File: src/rtl/alu_pkg.sv
// Shared opcode constants, FSM state encoding and overflow helpers for the
// multicycle ALU and its decode stage.
package alu_pkg;

    localparam logic [3:0] OP_MOV = 4'b0001;
    localparam logic [3:0] OP_ADD = 4'b0010;
    localparam logic [3:0] OP_ADC = 4'b0011;
    localparam logic [3:0] OP_SUB = 4'b0100;
    localparam logic [3:0] OP_SBC = 4'b0101;
    localparam logic [3:0] OP_AND = 4'b0110;
    localparam logic [3:0] OP_ORR = 4'b0111;
    localparam logic [3:0] OP_EOR = 4'b1000;
    localparam logic [3:0] OP_MVN = 4'b1001;
    localparam logic [3:0] OP_MUL = 4'b1010;

    typedef enum logic [1:0] {
        ST_IDLE = 2'd0,
        ST_MUL  = 2'd1,
        ST_HOLD = 2'd2
    } alu_state_e;

    // Signed overflow of a+b: operands agree in sign, result disagrees.
    function automatic logic add_ovf(input logic a_msb, input logic b_msb, input logic r_msb);
        return (a_msb == b_msb) && (r_msb != a_msb);
    endfunction

    // Signed overflow of a-b: operand signs differ, result sign leaves a's.
    function automatic logic sub_ovf(input logic a_msb, input logic b_msb, input logic r_msb);
        return (a_msb != b_msb) && (r_msb != a_msb);
    endfunction

endpackage

File: src/rtl/alu_mul_iter.sv
// Iterative unsigned shift-add multiplier: one multiplier bit per cycle,
// WIDTH cycles per product, overflow beyond WIDTH bits discarded.
module alu_mul_iter #(
    parameter int WIDTH = 32
) (
    input  logic             clk,
    input  logic             rst,
    input  logic             start,
    input  logic [WIDTH-1:0] a,
    input  logic [WIDTH-1:0] b,
    output logic             done,
    output logic [WIDTH-1:0] product
);

    localparam int CNT_W = (WIDTH > 1) ? $clog2(WIDTH) : 1;

    logic [WIDTH-1:0] r_acc;
    logic [WIDTH-1:0] r_mcand;
    logic [WIDTH-1:0] r_mplier;
    logic [CNT_W-1:0] r_cnt;
    logic             r_run;
    logic [WIDTH-1:0] w_acc_next;

    // The final bit's partial sum is presented directly so the product lands
    // on the same edge that retires the last iteration.
    assign w_acc_next = r_acc + (r_mplier[0] ? r_mcand : {WIDTH{1'b0}});
    assign done       = r_run && (r_cnt == CNT_W'(WIDTH - 1));
    assign product    = w_acc_next;

    // Iteration state: load on start, then shift-add until the count expires.
    always_ff @(posedge clk) begin
        if (rst) begin
            r_acc    <= {WIDTH{1'b0}};
            r_mcand  <= {WIDTH{1'b0}};
            r_mplier <= {WIDTH{1'b0}};
            r_cnt    <= {CNT_W{1'b0}};
            r_run    <= 1'b0;
        end else if (start) begin
            r_acc    <= {WIDTH{1'b0}};
            r_mcand  <= a;
            r_mplier <= b;
            r_cnt    <= {CNT_W{1'b0}};
            r_run    <= 1'b1;
        end else if (r_run) begin
            r_acc    <= w_acc_next;
            r_mcand  <= r_mcand << 1;
            r_mplier <= r_mplier >> 1;
            r_cnt    <= r_cnt + 1'b1;
            r_run    <= !done;
        end
    end

endmodule

File: src/rtl/multicycle_alu.sv
// Multicycle ALU: single-cycle arithmetic/logic ops with NZCV flags plus an
// optional iterative multiply, behind a valid/ready handshake on both sides.
module multicycle_alu
    import alu_pkg::*;
#(
    parameter int WIDTH  = 32,
    parameter int MUL_EN = 1
) (
    input  logic             clk,
    input  logic             rst,
    input  logic             in_valid,
    output logic             in_ready,
    input  logic [3:0]       exe_cmd,
    input  logic             c_in,
    input  logic [WIDTH-1:0] val1,
    input  logic [WIDTH-1:0] val2,
    output logic             out_valid,
    input  logic             out_ready,
    output logic [WIDTH-1:0] result,
    output logic             n,
    output logic             z,
    output logic             c,
    output logic             v,
    output logic             busy
);

    alu_state_e       r_state;
    alu_state_e       w_state_next;
    logic             r_out_valid;
    logic [WIDTH-1:0] r_result;
    logic             r_n, r_z, r_c, r_v;
    logic             r_cin;

    logic             w_accept;
    logic             w_is_mul;
    logic [WIDTH:0]   w_sum;
    logic [WIDTH-1:0] w_res;
    logic             w_c, w_v, w_z;
    logic             w_mul_done;
    logic [WIDTH-1:0] w_mul_product;

    // HOLD marks a stalled result; raising out_ready there still allows a
    // same-cycle drain and accept, exactly as in IDLE.
    assign in_ready = !rst && (((r_state == ST_IDLE) && (!r_out_valid || out_ready)) ||
                               ((r_state == ST_HOLD) && out_ready));
    assign w_accept = in_valid && in_ready;
    assign w_is_mul = (MUL_EN != 0) && (exe_cmd == OP_MUL);

    generate
        if (MUL_EN != 0) begin : g_mul
            alu_mul_iter #(.WIDTH(WIDTH)) u_mul (
                .clk     (clk),
                .rst     (rst),
                .start   (w_accept && w_is_mul),
                .a       (val1),
                .b       (val2),
                .done    (w_mul_done),
                .product (w_mul_product)
            );
        end else begin : g_no_mul
            assign w_mul_done    = 1'b0;
            assign w_mul_product = {WIDTH{1'b0}};
        end
    endgenerate

    // Single-cycle decode; subtraction is val1 + ~val2 + carry so c is NOT borrow.
    always_comb begin
        w_sum = {(WIDTH + 1){1'b0}};
        w_res = {WIDTH{1'b0}};
        w_c   = 1'b0;
        w_v   = 1'b0;
        case (exe_cmd)
            OP_MOV: begin w_res = val2;        w_c = c_in; end
            OP_MVN: begin w_res = ~val2;       w_c = c_in; end
            OP_AND: begin w_res = val1 & val2; w_c = c_in; end
            OP_ORR: begin w_res = val1 | val2; w_c = c_in; end
            OP_EOR: begin w_res = val1 ^ val2; w_c = c_in; end
            OP_ADD, OP_ADC: begin
                w_sum = {1'b0, val1} + {1'b0, val2} +
                        {{WIDTH{1'b0}}, (exe_cmd == OP_ADC) ? c_in : 1'b0};
                w_res = w_sum[WIDTH-1:0];
                w_c   = w_sum[WIDTH];
                w_v   = add_ovf(val1[WIDTH-1], val2[WIDTH-1], w_sum[WIDTH-1]);
            end
            OP_SUB, OP_SBC: begin
                w_sum = {1'b0, val1} + {1'b0, ~val2} +
                        {{WIDTH{1'b0}}, (exe_cmd == OP_SBC) ? c_in : 1'b1};
                w_res = w_sum[WIDTH-1:0];
                w_c   = w_sum[WIDTH];
                w_v   = sub_ovf(val1[WIDTH-1], val2[WIDTH-1], w_sum[WIDTH-1]);
            end
            default: begin
                w_res = {WIDTH{1'b0}};
                w_c   = 1'b0;
                w_v   = 1'b0;
            end
        endcase
        w_z = (w_res == {WIDTH{1'b0}});
    end

    // Next-state logic.
    always_comb begin
        w_state_next = r_state;
        case (r_state)
            ST_IDLE, ST_HOLD: begin
                if (w_accept && w_is_mul) begin
                    w_state_next = ST_MUL;
                end else if (!w_accept && r_out_valid && !out_ready) begin
                    w_state_next = ST_HOLD;
                end else begin
                    w_state_next = ST_IDLE;
                end
            end
            ST_MUL: begin
                if (w_mul_done) begin
                    w_state_next = ST_IDLE;
                end else begin
                    w_state_next = ST_MUL;
                end
            end
            default: w_state_next = ST_IDLE;
        endcase
    end

    // State, captured carry and the result/flag output registers.
    always_ff @(posedge clk) begin
        if (rst) begin
            r_state     <= ST_IDLE;
            r_out_valid <= 1'b0;
            r_result    <= {WIDTH{1'b0}};
            r_n         <= 1'b0;
            r_z         <= 1'b0;
            r_c         <= 1'b0;
            r_v         <= 1'b0;
            r_cin       <= 1'b0;
        end else begin
            r_state <= w_state_next;
            if (w_accept) begin
                r_cin <= c_in;
            end
            if (w_accept && !w_is_mul) begin
                r_result    <= w_res;
                r_n         <= w_res[WIDTH-1];
                r_z         <= w_z;
                r_c         <= w_c;
                r_v         <= w_v;
                r_out_valid <= 1'b1;
            end else if (w_accept) begin
                r_out_valid <= 1'b0;
            end else if ((r_state == ST_MUL) && w_mul_done) begin
                r_result    <= w_mul_product;
                r_n         <= w_mul_product[WIDTH-1];
                r_z         <= (w_mul_product == {WIDTH{1'b0}});
                r_c         <= r_cin;
                r_v         <= 1'b0;
                r_out_valid <= 1'b1;
            end else if (r_out_valid && out_ready) begin
                r_out_valid <= 1'b0;
            end
        end
    end

    assign out_valid = r_out_valid;
    assign result    = r_result;
    assign n         = r_n;
    assign z         = r_z;
    assign c         = r_c;
    assign v         = r_v;
    assign busy      = (r_state == ST_MUL);

endmodule
File: config.mk
export PLATFORM = sky130hd
export DESIGN_NAME = multicycle_alu
export DESIGN_NICKNAME = d
export VERILOG_FILES = /design/src/rtl/alu_pkg.sv /design/src/rtl/alu_mul_iter.sv /design/src/rtl/multicycle_alu.sv
export SDC_FILE = /design/constraint.sdc
export NUM_CORES = 1
export LEC_CHECK = 0
export BUFFER_PORTS_ARGS = -buffer_cell sky130_fd_sc_hd__buf_2
export CORE_ASPECT_RATIO = 0.6
export CORE_MARGIN = 4
export CORE_UTILIZATION = 62
export DETAILED_ROUTE_END_ITERATION = 12
export PLACE_DENSITY = 0.88
export SYNTH_ARGS = -nofsm -noshare
export SYNTH_HDL_FRONTEND = slang
export SYNTH_SLANG_ARGS = --single-unit
File: constraint.sdc
create_clock -name clk -period 7.3 [get_ports clk]
set_input_delay 1.095 -clock clk [delete_from_list [all_inputs] [get_ports clk]]
set_output_delay 1.095 -clock clk [all_outputs]
set_load 0.02 [all_outputs]
==> flow_summary_export.csv <==
group,metric,value,unit
yosys,syn_inst,1885,
setup_path,cp_cell_sequence,"buf_2, nand3b_1, fa_1, nor3b_2, o31ai_1, a21oi_1, or2_2, a222oi_1, nand4_1, nor4_1, nand4_1, or4_1, nor4_1, o31a_1",
placed_design,placed_area,14730,µm²
global_routing,grt_max_degree,96,
run,cap_viol_max_count,0,
yosys,synth_edf_count,0,
placed_design,portBuffers,111,
sta,skew,0.01527,ns
cts,clk_latency,0.45,ns
sta,finalCritPeriodShare,0.7673,
routing,post-route-drc-count,0,
die,initial_core_util,0.6351,
power,p_leak,6.340,nW
die,die_area,25330,µm²
routing,drtIter0Drc,2732,
global_routing,use_met2,0.5646,
yosys,syn_area,14120,µm²
routing,wl_per_cell,23.68,µm
die,io_pins,112,
sta,rsz0062_at_grt,"no",
cts,cts-hold-fix-buffers,0,
cts,cts_tree,"built",
die,die_h,124.9,µm
sta,tightest_slew,1.128,ns
run_status,status,"completed",
global_routing,grt_pass1_wl,81.55,mm
cts,cts_sinks,141,
placed_design,routabilityCongestion,1.060,
global_routing,use_met1,0.5988,
routing,postRouteAntennaNets,0,
global_routing,first_global_vias,14100,
die,num_rows,42,
setup_path,worst_setup_path_start_kind,"input pin",
sta,finalSetupViolations,0,
finish,final_area,15270,µm²
cts,cts-resized-gates,0,
power,powerDensity,152.4,nW/µm²
yosys,synth_top_area_cell,"dfxtp_1",
cts,postCtsSetupRepairBufs,0,
finish,syn_to_final_growth,8.198,%
sta,setup_tns,0,ns
global_routing,grtUsageMet3,0.1067,
routing,wl,52.71,mm
setup_path,cp_max_fo,46,
sta,fin_crit,5.601,ns
setup_path,critPathKind,"input pin to flip-flop",
yosys,netlist.area_leader.share,0.1999,
yosys,syn_nets,2091,
setup_path,critPathRequiredTime,7.68,ns
setup_path,cp_slowest_cell,"buf_2",
cts,cts_buffer_depth,2,
routing,drt_first_pass_iters,7,
yosys,synthTopCellsByArea,"dfxtp_1, ha_1, mux2i_1, nor2_1, a211oi_1",
sta,final-hold-violation-count,0,
finish,drive_above_1_share,0.09750,
global_routing,grtUsageTotal,0.4022,
finish,mostFrequentLayoutCell,"nor2_1",
cts,numCtsBuffers,17,
finish,fill_cells,1904,
yosys,yosysSeqAreaShare,0.1999,
cts,clk_pin_slew,0.06,ns
yosys,yosysWarnings,0,
finish,diodes,0,
routing,vias,15640,
yosys,synth_cell_type_count,90,
placed_design,hpwl,39.50,mm
cts,clock-root-buffer,"clkbuf_16",
setup_path,crit_path_end_kind,"flip-flop",
global_routing,antenna_found_initial,0,
die,die_x,202.8,µm
sta,relSlewSlack,0.2479,
routing,viasPerCell,7.024,
sta,slew_violations,0,
sta,fmax,178.5,MHz
yosys,async_flop_share,0,
finish,fin_nets,2112,
global_routing,busiest_layer,"met1",
setup_path,max_stage_delay,0.71,ns
power,vdd_drop_max,0.1511,mV
cts,cts_max_level,4,
yosys,synthFlopType,"dfxtp_1",
yosys,avgSynthCellArea,7.489,µm²
setup_path,arrival,5.99,ns
hold_path,hp-class,"flip-flop to flip-flop",
global_routing,grt_overflow,0,
yosys,synth-seq-cells,141,
die,core-area,22230,µm²
finish,final_cell_mix,"nor2_1, dfxtp_1, a21oi_1, ha_1, nand2_1",
metrics by stage:
stage          utilization  hold slack (ns)  setup WS (ns)  cells  power [W]
3_3_place_gp        0.6627           0.4378          1.535   2195   0.001458
4_1_cts             0.6872           0.4529          1.938   2226   0.002300
2_1_floorplan            -           0.4144          1.513   1885   0.001254
5_1_grt             0.6872           0.4686          1.418   2226   0.002404
3_5_place_dp        0.6627           0.4446          1.495   2195   0.001465
6_report            0.6872           0.4554          1.699   2226   0.002329
critical path, delay by kind of cell:
family / cells / cell delay, ns
compound gates: 4 / 1.42
simple gates: 8 / 2.28
fa+ha+maj: 1 / 0.44
buf+inv: 1 / 0.71
where the power goes:
part / switching (W) / internal, W
logic: 0.000466 / 0.000221
registers: 0.0000110 / 0.000784
clock network: 0.000371 / 0.000476
total: 0.000847 / 0.00148
Yosys cell counts, drive strengths merged, types with 8 or more instances:
library cell	number
a221oi	8
a31oi	25
and2	34
nand3	32
nand2	111
a21oi	141
o221ai	12
clkbuf	93
inv	110
ha	128
nand3b	9
nand2b	18
a2111oi	9
nand4	23
dfxtp	141
o21a	19
buf	33
o211a	10
a211oi	95
xnor2	34
nor2	247
nor2b	20
mux2i	106
o21ai	76
or3	12
nor3	44
a211o	10
o22ai	12
o31ai	17
nor4	21
o21bai	8
and3	9
xor2	15
a22oi	14
a21o	24
o211ai	38
kinds of logic after synthesis:
kind of cell,count (synthesis),share of synthesized area
muxes,107,0.07596
AOI/OAI and AO/OA,591,0.2896
buffers and inverters,237,0.06621
adders and majority gates,133,0.1205
DFF,141,0.1999
xor gates and xnor gates,49,0.03040
and+or+nand+nor,627,0.2173
flip-flops by register name, summed over array words and instances (netlist names):
signal                cells
out_valid                 1
r_cin                     1
c                         1
g_mul.u_mul.r_mcand      32
result                   32
g_mul.u_mul.r_cnt         5
g_mul.u_mul.r_run         1
g_mul.u_mul.r_mplier     32
g_mul.u_mul.r_acc        32
z                         1
r_state                   2
v                         1
metal layers:
layer	wire, µm	up-vias
met5	0	-
met4	1727	0
met3	7314	153
met2	21140	1107
met1	22530	7386
li1	-	6989
path summary, 6_finish.rpt:
path,start,endpoint,slack (ns),cells past startpoint
hold / removal,result[17],result[17],0.46,2
hold reg to reg,result[17],result[17],0.46,2
setup / recovery,exe_cmd[0],z,1.70,14
setup reg to reg,g_mul.u_mul.r_mplier[0],z,1.93,15
area by class of cell:
class | instances | area (µm²) | area share
inverters | 111 | 416.7 | 0.02728
well taps | 308 | 385.4 | 0.02523
clock buffers | 21 | 450.4 | 0.02949
multi-input cells | 1507 | 10420 | 0.6820
flip-flops and latches | 141 | 2826 | 0.1850
repair buffers | 128 | 685.7 | 0.04489
clock inverters | 10 | 92.59 | 0.006062
(Power assumes the default switching activity.)
